File: src/rtl/parity_framer.sv
// ---------------------------------------------------------------------------
// parity_framer
//
// Serial parity framer. Bits arrive one per accepted clock edge; a running
// parity is kept over the current frame of FRAME_LEN bits. When the last bit
// of a frame is accepted, the frame parity is latched on p and p_vld pulses
// for one cycle. Frames may run back-to-back with no idle cycles, and gaps
// (x_vld low) may occur anywhere inside a frame.
//
// Optional feature (macro PARITY_CHECK_EN):
//   Each frame carries one extra received parity bit after the FRAME_LEN data
//   bits. That bit is compared with the computed parity; err reports the
//   result and p_vld pulses when the comparison completes instead of after
//   the last data bit.
//
// Parameters
//   FRAME_LEN  data bits per frame, 2..255
//   ODD        0 = even parity, 1 = odd parity
//
// Ports
//   clk        rising-edge clock
//   rst_n      asynchronous active-low reset
//   clr        synchronous abort of the current frame (wins over x_vld)
//   x_vld      x is accepted on a rising edge when x_vld=1 and clr=0
//   x          serial data bit
//   z          running parity of the current frame, XOR ODD (registered)
//   bit_cnt    bits accepted so far in the current frame (registered)
//   p_vld      one-cycle pulse marking frame completion (registered)
//   p          frame parity, held until the next completion (registered)
//   err        received parity bit disagreed with p (PARITY_CHECK_EN only)
//   dbg_state  current FSM state: 0 = DATA, 1 = CHK (always 0 without the
//              check feature)
//
// Handshake: a bit is transferred on every rising edge where x_vld=1 and
// clr=0. There is no back-pressure; the framer accepts a bit every cycle.
// ---------------------------------------------------------------------------
module parity_framer #(
  parameter int FRAME_LEN = 8,
  parameter bit ODD       = 1'b0
) (
  input  logic       clk,
  input  logic       rst_n,
  input  logic       clr,
  input  logic       x_vld,
  input  logic       x,
  output logic       z,
  output logic [7:0] bit_cnt,
  output logic       p_vld,
  output logic       p,
`ifdef PARITY_CHECK_EN
  output logic       err,
`endif
  output logic       dbg_state
);

  // Index of the final data bit of a frame, in bit_cnt units.
  localparam logic [7:0] LAST_IDX = 8'(FRAME_LEN - 1);

`ifdef PARITY_CHECK_EN
  typedef enum logic {
    S_DATA = 1'b0,
    S_CHK  = 1'b1
  } state_t;
`else
  typedef enum logic {
    S_DATA = 1'b0
  } state_t;
`endif

  state_t     r_state;
  logic       r_acc;
  logic [7:0] r_cnt;
  logic       r_p;
  logic       r_p_vld;
`ifdef PARITY_CHECK_EN
  logic       r_err;
`endif

  logic w_accept;
  logic w_last;
  logic w_frame_p;

  assign w_accept  = x_vld && !clr;
  assign w_last    = (r_cnt == LAST_IDX);
  // Parity of the whole frame including the bit being accepted now.
  assign w_frame_p = r_acc ^ x ^ ODD;

  always_ff @(posedge clk or negedge rst_n) begin
    if (!rst_n) begin
      r_state <= S_DATA;
      r_acc   <= 1'b0;
      r_cnt   <= 8'd0;
      r_p     <= 1'b0;
      r_p_vld <= 1'b0;
`ifdef PARITY_CHECK_EN
      r_err   <= 1'b0;
`endif
    end else begin
      // p_vld is a pulse; it is only raised by the completion branches below.
      r_p_vld <= 1'b0;
      if (clr) begin
        // Abort: drop the partial frame. p and err keep their last values.
        r_state <= S_DATA;
        r_acc   <= 1'b0;
        r_cnt   <= 8'd0;
      end else if (w_accept) begin
`ifdef PARITY_CHECK_EN
        if (r_state == S_CHK) begin
          // Received parity bit: compare with the computed frame parity.
          // acc and bit_cnt are already zero from the last data bit.
          r_err   <= (x != r_p);
          r_p_vld <= 1'b1;
          r_state <= S_DATA;
        end else
`endif
        if (w_last) begin
          r_p   <= w_frame_p;
          r_acc <= 1'b0;
          r_cnt <= 8'd0;
`ifdef PARITY_CHECK_EN
          // Completion is reported after the received parity bit.
          r_state <= S_CHK;
`else
          r_p_vld <= 1'b1;
          r_state <= S_DATA;
`endif
        end else begin
          r_acc <= r_acc ^ x;
          r_cnt <= r_cnt + 8'd1;
        end
      end
    end
  end

  // z is derived from the registered accumulator only, so it is a registered
  // value and takes ODD immediately on reset.
  assign z         = r_acc ^ ODD;
  assign bit_cnt   = r_cnt;
  assign p_vld     = r_p_vld;
  assign p         = r_p;
  assign dbg_state = (r_state != S_DATA);
`ifdef PARITY_CHECK_EN
  assign err       = r_err;
`endif

endmodule

File: config.mk
export PLATFORM = sky130hd
export DESIGN_NAME = parity_framer
export DESIGN_NICKNAME = d
export VERILOG_FILES = /design/src/rtl/parity_framer.sv
export SDC_FILE = /design/constraint.sdc
export NUM_CORES = 1
export LEC_CHECK = 0
export CAP_MARGIN = 5
export CELL_PAD_IN_SITES_DETAIL_PLACEMENT = 0
export CELL_PAD_IN_SITES_GLOBAL_PLACEMENT = 1
export CORE_UTILIZATION = 43
export DETAILED_ROUTE_END_ITERATION = 7
export DONT_BUFFER_PORTS = 1
export GPL_TIMING_DRIVEN = 0
export HOLD_SLACK_MARGIN = 0.02
export PLACE_DENSITY = 0.75
export SYNTH_ARGS = -nofsm -noshare
export SYNTH_HDL_FRONTEND = slang
export SYNTH_SLANG_ARGS = --single-unit
File: constraint.sdc
create_clock -name clk -period 1.75 [get_ports clk]
set_input_delay 0.2625 -clock clk [delete_from_list [all_inputs] [get_ports clk]]
set_output_delay 0.2625 -clock clk [all_outputs]
set_load 0.02 [all_outputs]
==> impl_results.md, run 1 <==
* Status: finished, final reports clean
* Pint at 0.3647 mW
* Most frequent cells in the layout: 9 x dfrtp_1, 6 x nand2_1, 5 x xor2_1
* Setup crit end kind: flip-flop
* N_diodes at 0
* Total number of vias at 451
* Area growth syn-to-layout at 11.82%
* Leakage at 0.2814 nW
* Synth Cell Area at 571.8 sq um
* Register area share after synthesis at 48.14%
* Antenna violations before repair at 0
* Clock tree from TritonCTS: done
* FMAX at 603.3 MHz
* Pin count of the biggest net entering global routing at 12
* Setup Viol. Count Final at 0
* PwrDens at 758.8 nW/um^2
* Max clock buf depth at 2
* Routed wire per std cell at 15.65 um
* Clock power share at 35.1%
* Postcts setup bufs at 0
* Data required, critical path at 1.90 ns
* Port-buffer cells at 0
* Seq cells post-synth at 11
* Mean Syn Cell Area at 10.21 sq um
* Distinct cell type count after synthesis at 27
* VDD IR-drop max at 0.3161 mV
* Starting density of the core at 48.82%
* Net count, final at 69
* Switching power at 0.1204 mW
* Clock Latency Late Sink at 0.27 ns
* TritonCTS Buffers at 3
* Setup CP Type: reg -> reg
* Syn_nets at 63
* Fin crit period at 1.658 ns
* Vias in the first global route at 441
* Final hold violation count at 0
* Core area at 1171 sq um
* Sequential Power Share at 57.5%
* CP arrival at 1.81 ns
* Part of the power in combinational logic at 7.4%
* WP buf/inv at 0
* Io pins at 17
* Global route total overflow at 0
* Hold Crit Class: in -> reg
* First-pass GRT wire length at 1794 um
* Slowest CP cell: dfrtp_2
* Synth Instances at 56
* Critical path launch point type: flip-flop
* Initial DRC Count at 11
* H-Tree Depth at 1
* Die Y at 38.47 um
* Residual DRC at 0
* DRT Wirelength at 1174 um
* Final worst path period share at 94.72%
* Clock root cell: clkbuf_4
* Die W at 38.47 um
* Max cap viols at 0
* Total clock sinks at 11
* Final Max Slew Viols at 0
* Worst-path fanout max at 6
* Full die area at 1480 sq um
* Gr usage total at 18.06%
* Top delay family on crit path: simple AND/OR/NAND/NOR gates
* Final core utilization at 54.59%
* Setup TNS at 0 ns
* Worst-path clk slew at 0.07 ns
* CP Cell Sequence: ha_2, nor4b_4, nand3_1, nor2_2, mux2_2
* Unrepaired setup endpoints after global routing: yes
* DRT Pass-1 Iters at 3
* Syn. warnings at 0
* Std-Cell Rows at 12
* Share of layout cells above drive strength 1 at 21.31%
* Setup clock skew after layout at 0.003419 ns
* DP Wirelength at 861.6 um
* Max stage delay on crit path at 0.47 ns
* GPL Wtd Cong at 0.7674
* Net Sw Frac at 24.82%
* DRT antenna net count at 0
* Commonest non-fill, non-tap cell in the layout: dfrtp_1
* Routed vias/inst at 6.013
==> worst reg2reg max path, stage by stage (launching register included) <==
cell and delay (ns):
dfrtp_2 0.47, ha_2 0.23, nor4b_4 0.23, nand3_1 0.13, nor2_2 0.15, mux2_2 0.35
==> registers in the layout, summed over array words and instances (netlist names) <==
| register | cells |
|---|---|
| bit_cnt | 8 |
| p | 1 |
| p_vld | 1 |
| z | 1 |
==> worst paths after layout <==
path / from / to / slack, ns / cells after the start
max in group asynchronous: rst_n / bit_cnt[0] / 1.00 / 1
min in group asynchronous: rst_n / p_vld / 0.39 / 1
min reg2reg: bit_cnt[0] / bit_cnt[0] / 0.63 / 1
min: clr / bit_cnt[2] / 0.05 / 1
max: bit_cnt[0] / p / 0.09 / 5
max reg2reg: bit_cnt[0] / p / 0.09 / 5
==> power groups by stage <==
stage               Sequential, mW  Combinational, mW  Clock, mW
finish                       0.279             0.0359      0.170
global route                 0.281             0.0396      0.188
CTS                          0.279             0.0358      0.174
detailed placement           0.283             0.0290          0
global placement             0.283             0.0271          0
floorplan                    0.281             0.0236          0
==> routing by layer <==
metal / track usage, % / wire length [um] / vias up
li1: - / - / 208
met5: 0 / 0 / -
met4: 5.172 / 14 / 0
met1: 18.89 / 470 / 225
met2: 32.63 / 603 / 15
met3: 7.558 / 86 / 3
==> kinds of logic after synthesis <==
kind of cell | count (synthesis) | synth area share [%]
AND/OR/NAND/NOR | 21 | 19.91
AO/OA/AOI/OAI | 13 | 15.32
flip-flops | 11 | 48.14
buffers and inverters | 2 | 1.969
XOR/XNOR | 5 | 7.658
other | 1 | 0.6558
multiplexers | 1 | 1.969
adder cells (fa/ha/maj) | 2 | 4.376
==> repair_timing <==
item / 4_1_cts / 5_1_grt
hold endpoints to repair: 11 / 0
hold buffers: 1 / 0
resized for setup: 2 / 2
pin swaps: 0 / 0
endpoints found under the setup margin: 3 / 2
==> synth_stat cells <==
cell type,count,share of area [%]
dfrtp_1,11,48
nand2_1,6,3.9
xor2_1,5,7.7
nor2_1,4,2.6
o21ai_0,4,3.5
a21oi_1,2,1.8
ha_1,2,4.4
nand3_1,2,1.8
nand4_1,2,2.2
a21o_1,1,1.3
a22o_1,1,1.5
a31o_2,1,1.5
a31oi_1,1,1.1
and2_1,1,1.1
and3_1,1,1.1
buf_4,1,1.3
conb_1,1,0.66
inv_1,1,0.66
mux2_2,1,2.0
nand2b_1,1,1.1
nor2_2,1,1.1
nor3b_1,1,1.3
nor4b_2,1,2.6
o21ai_2,1,1.5
o221a_2,1,2.0
o22ai_1,1,1.1
or3_1,1,1.1
==> stage by stage <==
stage	hold slack [ns]	total power [mW]	area (sq um)	worst slack, ns	cells
floorplan	-0.03309	0.3046	571.8	0.1094	56
global placement	-0.03284	0.3098	589.3	-0.01354	70
detailed placement	-0.03283	0.3124	589.3	-0.05286	70
CTS	0.05031	0.4886	628.1	0.02920	75
global route	0.05394	0.5078	639.4	0.005203	75
finish	0.05199	0.4851	639.4	0.09235	75
==> cell type report <==
| class | count | area (sq um) |
|---|---|---|
| buffer | 1 | 7.507 |
| clock buffer | 4 | 26.28 |
| fill | 112 | 531.8 |
| inverter | 1 | 3.754 |
| multi-input combinational | 43 | 296.5 |
| sequential | 11 | 277.8 |
| tap | 14 | 17.52 |
| timing repair buffer | 1 | 10.01 |
Power figures use the tool's default switching activity.
==> run 2: changes to the inputs <==
clock period = 1.9 ns   (was 1.75 ns; I/O delays follow)
==> run 2 against run 1 <==
Net effect:
- die area stayed put
- combinational power is 11% lower
- total power is 7.8% lower
- design area is 2.0% lower
- clock skew is 0.0025 ns lower
- wire length is 3.6% lower
- largest power group unchanged
==> impl_results.md, run 2 (synthesized netlist as in run 1, its figures left out) <==
* Status: finished, final reports clean
* Global route total overflow at 0
* Postcts setup bufs at 0
* TritonCTS Buffers at 3
* Routed vias/inst at 6.120
* WP buf/inv at 0
* PwrDens at 713.6 nW/um^2
* Core area at 1171 sq um
* Slowest CP cell: dfrtp_1
* Clock Latency Late Sink at 0.27 ns
* Starting density of the core at 48.82%
* Clock tree from TritonCTS: done
* Commonest non-fill, non-tap cell in the layout: dfrtp_1
* Worst Hold Path Cells at 1
* Leakage at 0.2848 nW
* DRT Pass-1 Iters at 3
* Die Y at 38.47 um
* Max FFs per register at 8
* FMAX at 557.5 MHz
* Total clock sinks at 11
* Worst-path clk slew at 0.07 ns
* Final worst path period share at 94.41%
* Pwr Total at 0.4473 mW
* Final Max Slew Viols at 0
* Total number of vias at 459
* Full die area at 1480 sq um
* VDD IR-drop max at 0.2887 mV
* Reg-to-reg endpoint: p
* Share of layout cells above drive strength 1 at 18.03%
* Routed wire per std cell at 15.09 um
* Antenna violations before repair at 0
* Unrepaired setup endpoints after global routing: no
* H-Tree Depth at 1
* Final setup margin at 0.1063 ns
* Area growth syn-to-layout at 9.628%
* CP Cell Sequence: ha_1, nor4b_2, nand3_1, nor2_2, mux2_2
* Hold Crit Class: in -> reg
* Io pins at 17
* Die W at 38.47 um
* Std-Cell Rows at 12
* Setup Viol. Count Final at 0
* CP arrival at 1.95 ns
* Final hold violation count at 0
* Final instance area at 626.9 sq um
* Hold path endpoint: bit_cnt[2]
* N_diodes at 0
* Max stage delay on crit path at 0.51 ns
* Pre-CTS WS at 0.09714 ns
* Most frequent cells in the layout: 10 x dfrtp_1, 6 x nand2_1, 5 x xor2_1
* Initial DRC Count at 14
* Worst-path fanout max at 5
* Max cap viols at 0
* DP Area at 589.3 sq um
* Pin count of the biggest net entering global routing at 12
* Max clock buf depth at 2
* Residual DRC at 0
* Setup clock skew after layout at 0.0009375 ns
* Net count, final at 69
* Setup TNS at 0 ns
* Fin crit period at 1.794 ns
* Data required, critical path at 2.05 ns
* Gr usage total at 18.06%
* DRT Wirelength at 1132 um
* Register-to-Register Path Depth at 5
* Setup crit end kind: flip-flop
* Setup CP Type: reg -> reg
* Port-buffer cells at 0
* Top delay family on crit path: simple AND/OR/NAND/NOR gates
* DRT antenna net count at 0
* Flop2flop setup slack at 0.11 ns
* Clock root cell: clkbuf_4
* Critical path launch point type: flip-flop
* Min-delay src: clr
* Vias in the first global route at 443
* GPL Wtd Cong at 0.7674
* Reg2reg start: bit_cnt[1]
* First-pass GRT wire length at 1794 um
* DP Wirelength at 861.6 um
-- run 2: cell types whose count changed in the layout (fill, tap and decap cells not counted) --
| cell | change |
|---|---|
| dfrtp_1 | +1 |
| dfrtp_2 | -1 |
| ha_1 | +1 |
| ha_2 | -1 |
| nor4b_2 | +1 |
| nor4b_4 | -1 |
-- run 2: layout make-up --
type                       instances  area [sq um]
buffer                             1         7.507
clock buffer                       4         26.28
fill                             112         544.3
inverter                           1         3.754
multi-input combinational         43         285.3
sequential                        11         276.5
tap                               14         17.52
timing repair buffer               1         10.01
-- run 2: worst max path at each step --
stage	from	to	slack (ns)	depth (start not counted)
finish	bit_cnt[1]	p	0.11	5
global route	bit_cnt[1]	p	0.02	5
CTS	bit_cnt[0]	p	0.08	5
detailed placement	bit_cnt[0]	p	0.1	5
global placement	bit_cnt[0]	p	0.14	5
floorplan	bit_cnt[0]	bit_cnt[7]	0.26	5
-- run 2: power by group --
group | switching, mW | total, mW | internal, mW
combinational | 0.0188 | 0.0320 | 0.0133
clock | 0.0773 | 0.159 | 0.0813
sequential | 0.0164 | 0.257 | 0.240
-- run 2: per-layer routing --
layer | vias up | wire length (um) | global-route usage (%)
li1 | 209 | - | -
met1 | 230 | 454 | 18.89
met2 | 17 | 566 | 32.63
met3 | 3 | 95 | 7.558
met4 | 0 | 15 | 5.172
met5 | - | 0 | 0
-- run 2: per-stage QoR --
step / cells / hold WS (ns) / utilization (%)
after floorplan: 56 / -0.01059 / -
after global placement: 70 / -0.01034 / 50.32
after detailed placement: 70 / -0.01033 / 50.32
after CTS: 75 / 0.07281 / 53.42
after global routing: 75 / 0.07644 / 53.53
final: 75 / 0.07368 / 53.53
-- run 2: timing repair --
item                                    4_1_cts  5_1_grt
hold buffers                                  1        0
endpoints found under the setup margin        0        1
endpoints found under the hold margin        11        0
gates resized for setup                       0        1
==> run 3: changes to the inputs <==
MAX_ROUTING_LAYER = met4   (was not set)
==> run 3 against run 2 <==
Net effect:
- combinational power barely moved
- sequential share of layout area did not move
- first-iteration DRC count did not move
- critical path type unchanged
- critical endpoint unchanged
- worst setup slack barely moved
- critical path depth did not move
- via count fell by 0.44%
- clock skew barely moved
- fmax barely moved
- wire length barely moved
- non-clock buffer count did not move
- sequential power barely moved
- design area did not move
==> impl_results.md, run 3 (synthesized netlist as in run 1, its figures left out) <==
* Max FFs per register at 8
* Pin count of the biggest net entering global routing at 12
* N_diodes at 0
* Clock root cell: clkbuf_4
* Status: finished, final reports clean
* Final Max Slew Viols at 0
* Setup crit end kind: flip-flop
* Worst setup path start: bit_cnt[1]
* Global route total overflow at 0
* Residual DRC at 0
* Max stage delay on crit path at 0.51 ns
* DP Wirelength at 861.6 um
* DRT Wirelength at 1131 um
* DRT Pass-1 Iters at 3
* Sequential Power Share at 57.4%
* Final worst path period share at 94.40%
* Initial DRC Count at 14
* FMAX at 557.5 MHz
* Max clock buf depth at 2
* # fillers at 112
* Antenna violations before repair at 0
* Leakage at 0.2848 nW
* TritonCTS Buffers at 3
* CP arrival at 1.95 ns
* Clock power share at 35.4%
* H-Tree Depth at 1
* Final hold violation count at 0
* Hold Crit Class: in -> reg
* Total number of vias at 457
* Worst-path fanout max at 5
* Clock tree from TritonCTS: done
* Worst-path clk slew at 0.07 ns
* Gr usage total at 18.64%
* Data required, critical path at 2.05 ns
* Net count, final at 69
* Starting density of the core at 48.82%
* Slowest CP cell: dfrtp_1
* Vias in the first global route at 443
* Setup CP Type: reg -> reg
* Area growth syn-to-layout at 9.628%
* Pwr Total at 0.4472 mW
* Core area at 1171 sq um
* Share of layout cells above drive strength 1 at 18.03%
* Setup clock skew after layout at 0.0009667 ns
* Std-Cell Rows at 12
* Port-buffer cells at 0
* Pint at 0.3349 mW
* Routed wire per std cell at 15.08 um
* Setup Viol. Count Final at 0
* Setup TNS at 0 ns
* Max cap viols at 0
* DRT antenna net count at 0
* Min-delay src: clr
* VDD IR-drop max at 0.2887 mV
* CP Cell Sequence: ha_1, nor4b_2, nand3_1, nor2_2, mux2_2
* First-pass GRT wire length at 1800 um
* Part of the power in combinational logic at 7.2%
* Most frequent cells in the layout: 10 x dfrtp_1, 6 x nand2_1, 5 x xor2_1
* Routed vias/inst at 6.093
* Total clock sinks at 11
* Net Sw Frac at 25.12%
* Critical path launch point type: flip-flop
* Fin crit period at 1.794 ns
* Die W at 38.47 um
* GPL Wtd Cong at 0.7777
* Io pins at 17
* Clock Latency Late Sink at 0.27 ns
* Full die area at 1480 sq um
* PwrDens at 713.5 nW/um^2
* Reg2reg start: bit_cnt[1]
* Switching power at 0.1124 mW
* Commonest non-fill, non-tap cell in the layout: dfrtp_1
* Unrepaired setup endpoints after global routing: no
* Die Y at 38.47 um
## run 3: cell counts in the layout (fill, tap and decap cells not counted)
Identical to the previous run, type by type.
## run 3: cell type report
class / instances / area [sq um] / share of cell area [%]
buffer: 1 / 7.507 / 1.198
multi-input combinational: 43 / 285.3 / 45.51
inverter: 1 / 3.754 / 0.5988
sequential: 11 / 276.5 / 44.11
tap: 14 / 17.52 / 2.794
clock buffer: 4 / 26.28 / 4.192
timing repair buffer: 1 / 10.01 / 1.597
## run 3: worst paths after layout
check                             end  slack, ns  cells after the start
max                                 p       0.11                      5
min reg2reg                bit_cnt[0]       0.62                      1
max reg2reg                         p       0.11                      5
max in group asynchronous  bit_cnt[0]       1.13                      1
min                        bit_cnt[2]       0.07                      1
min in group asynchronous       p_vld       0.41                      1
## run 3: critical path, delay by kind of cell, from the launching register on
kind / cells / cell delay, ns
simple gates: 3 / 0.58
flops: 1 / 0.51
mux: 1 / 0.35
fa+ha+maj: 1 / 0.24
## run 3: power by group through the flow
stage | Sequential (mW) | Combinational (mW) | Clock, mW
detailed placement | 0.261 | 0.0267 | 0
floorplan | 0.259 | 0.0217 | 0
CTS | 0.256 | 0.0330 | 0.160
finish | 0.257 | 0.0320 | 0.159
global route | 0.258 | 0.0356 | 0.175
global placement | 0.260 | 0.0249 | 0
## run 3: metal layers
metal  GRT usage [%]  vias to the layer above  wire [um]
met5               -                        -          0
li1                -                      209          -
met2           32.20                       17        566
met3           7.558                        3         95
met4           5.172                        0         15
met1           19.63                      228        453
## run 3: repair_timing
item	4_1_cts	5_1_grt
buffers inserted	0	0
gates resized for setup	0	1
setup endpoints to repair	0	1
hold buffers	1	0
hold endpoints to repair	11	0
## run 3: per-stage QoR
step	area (sq um)	util [%]	setup slack (ns)	cells	hold slack (ns)
detailed placement	589.3	50.32	0.09714	70	-0.01033
CTS	625.6	53.42	0.08021	75	0.07281
global placement	589.3	50.32	0.1365	70	-0.01034
global route	626.9	53.53	0.01675	75	0.07644
floorplan	571.8	-	0.2594	56	-0.01059
finish	626.9	53.53	0.1063	75	0.07368
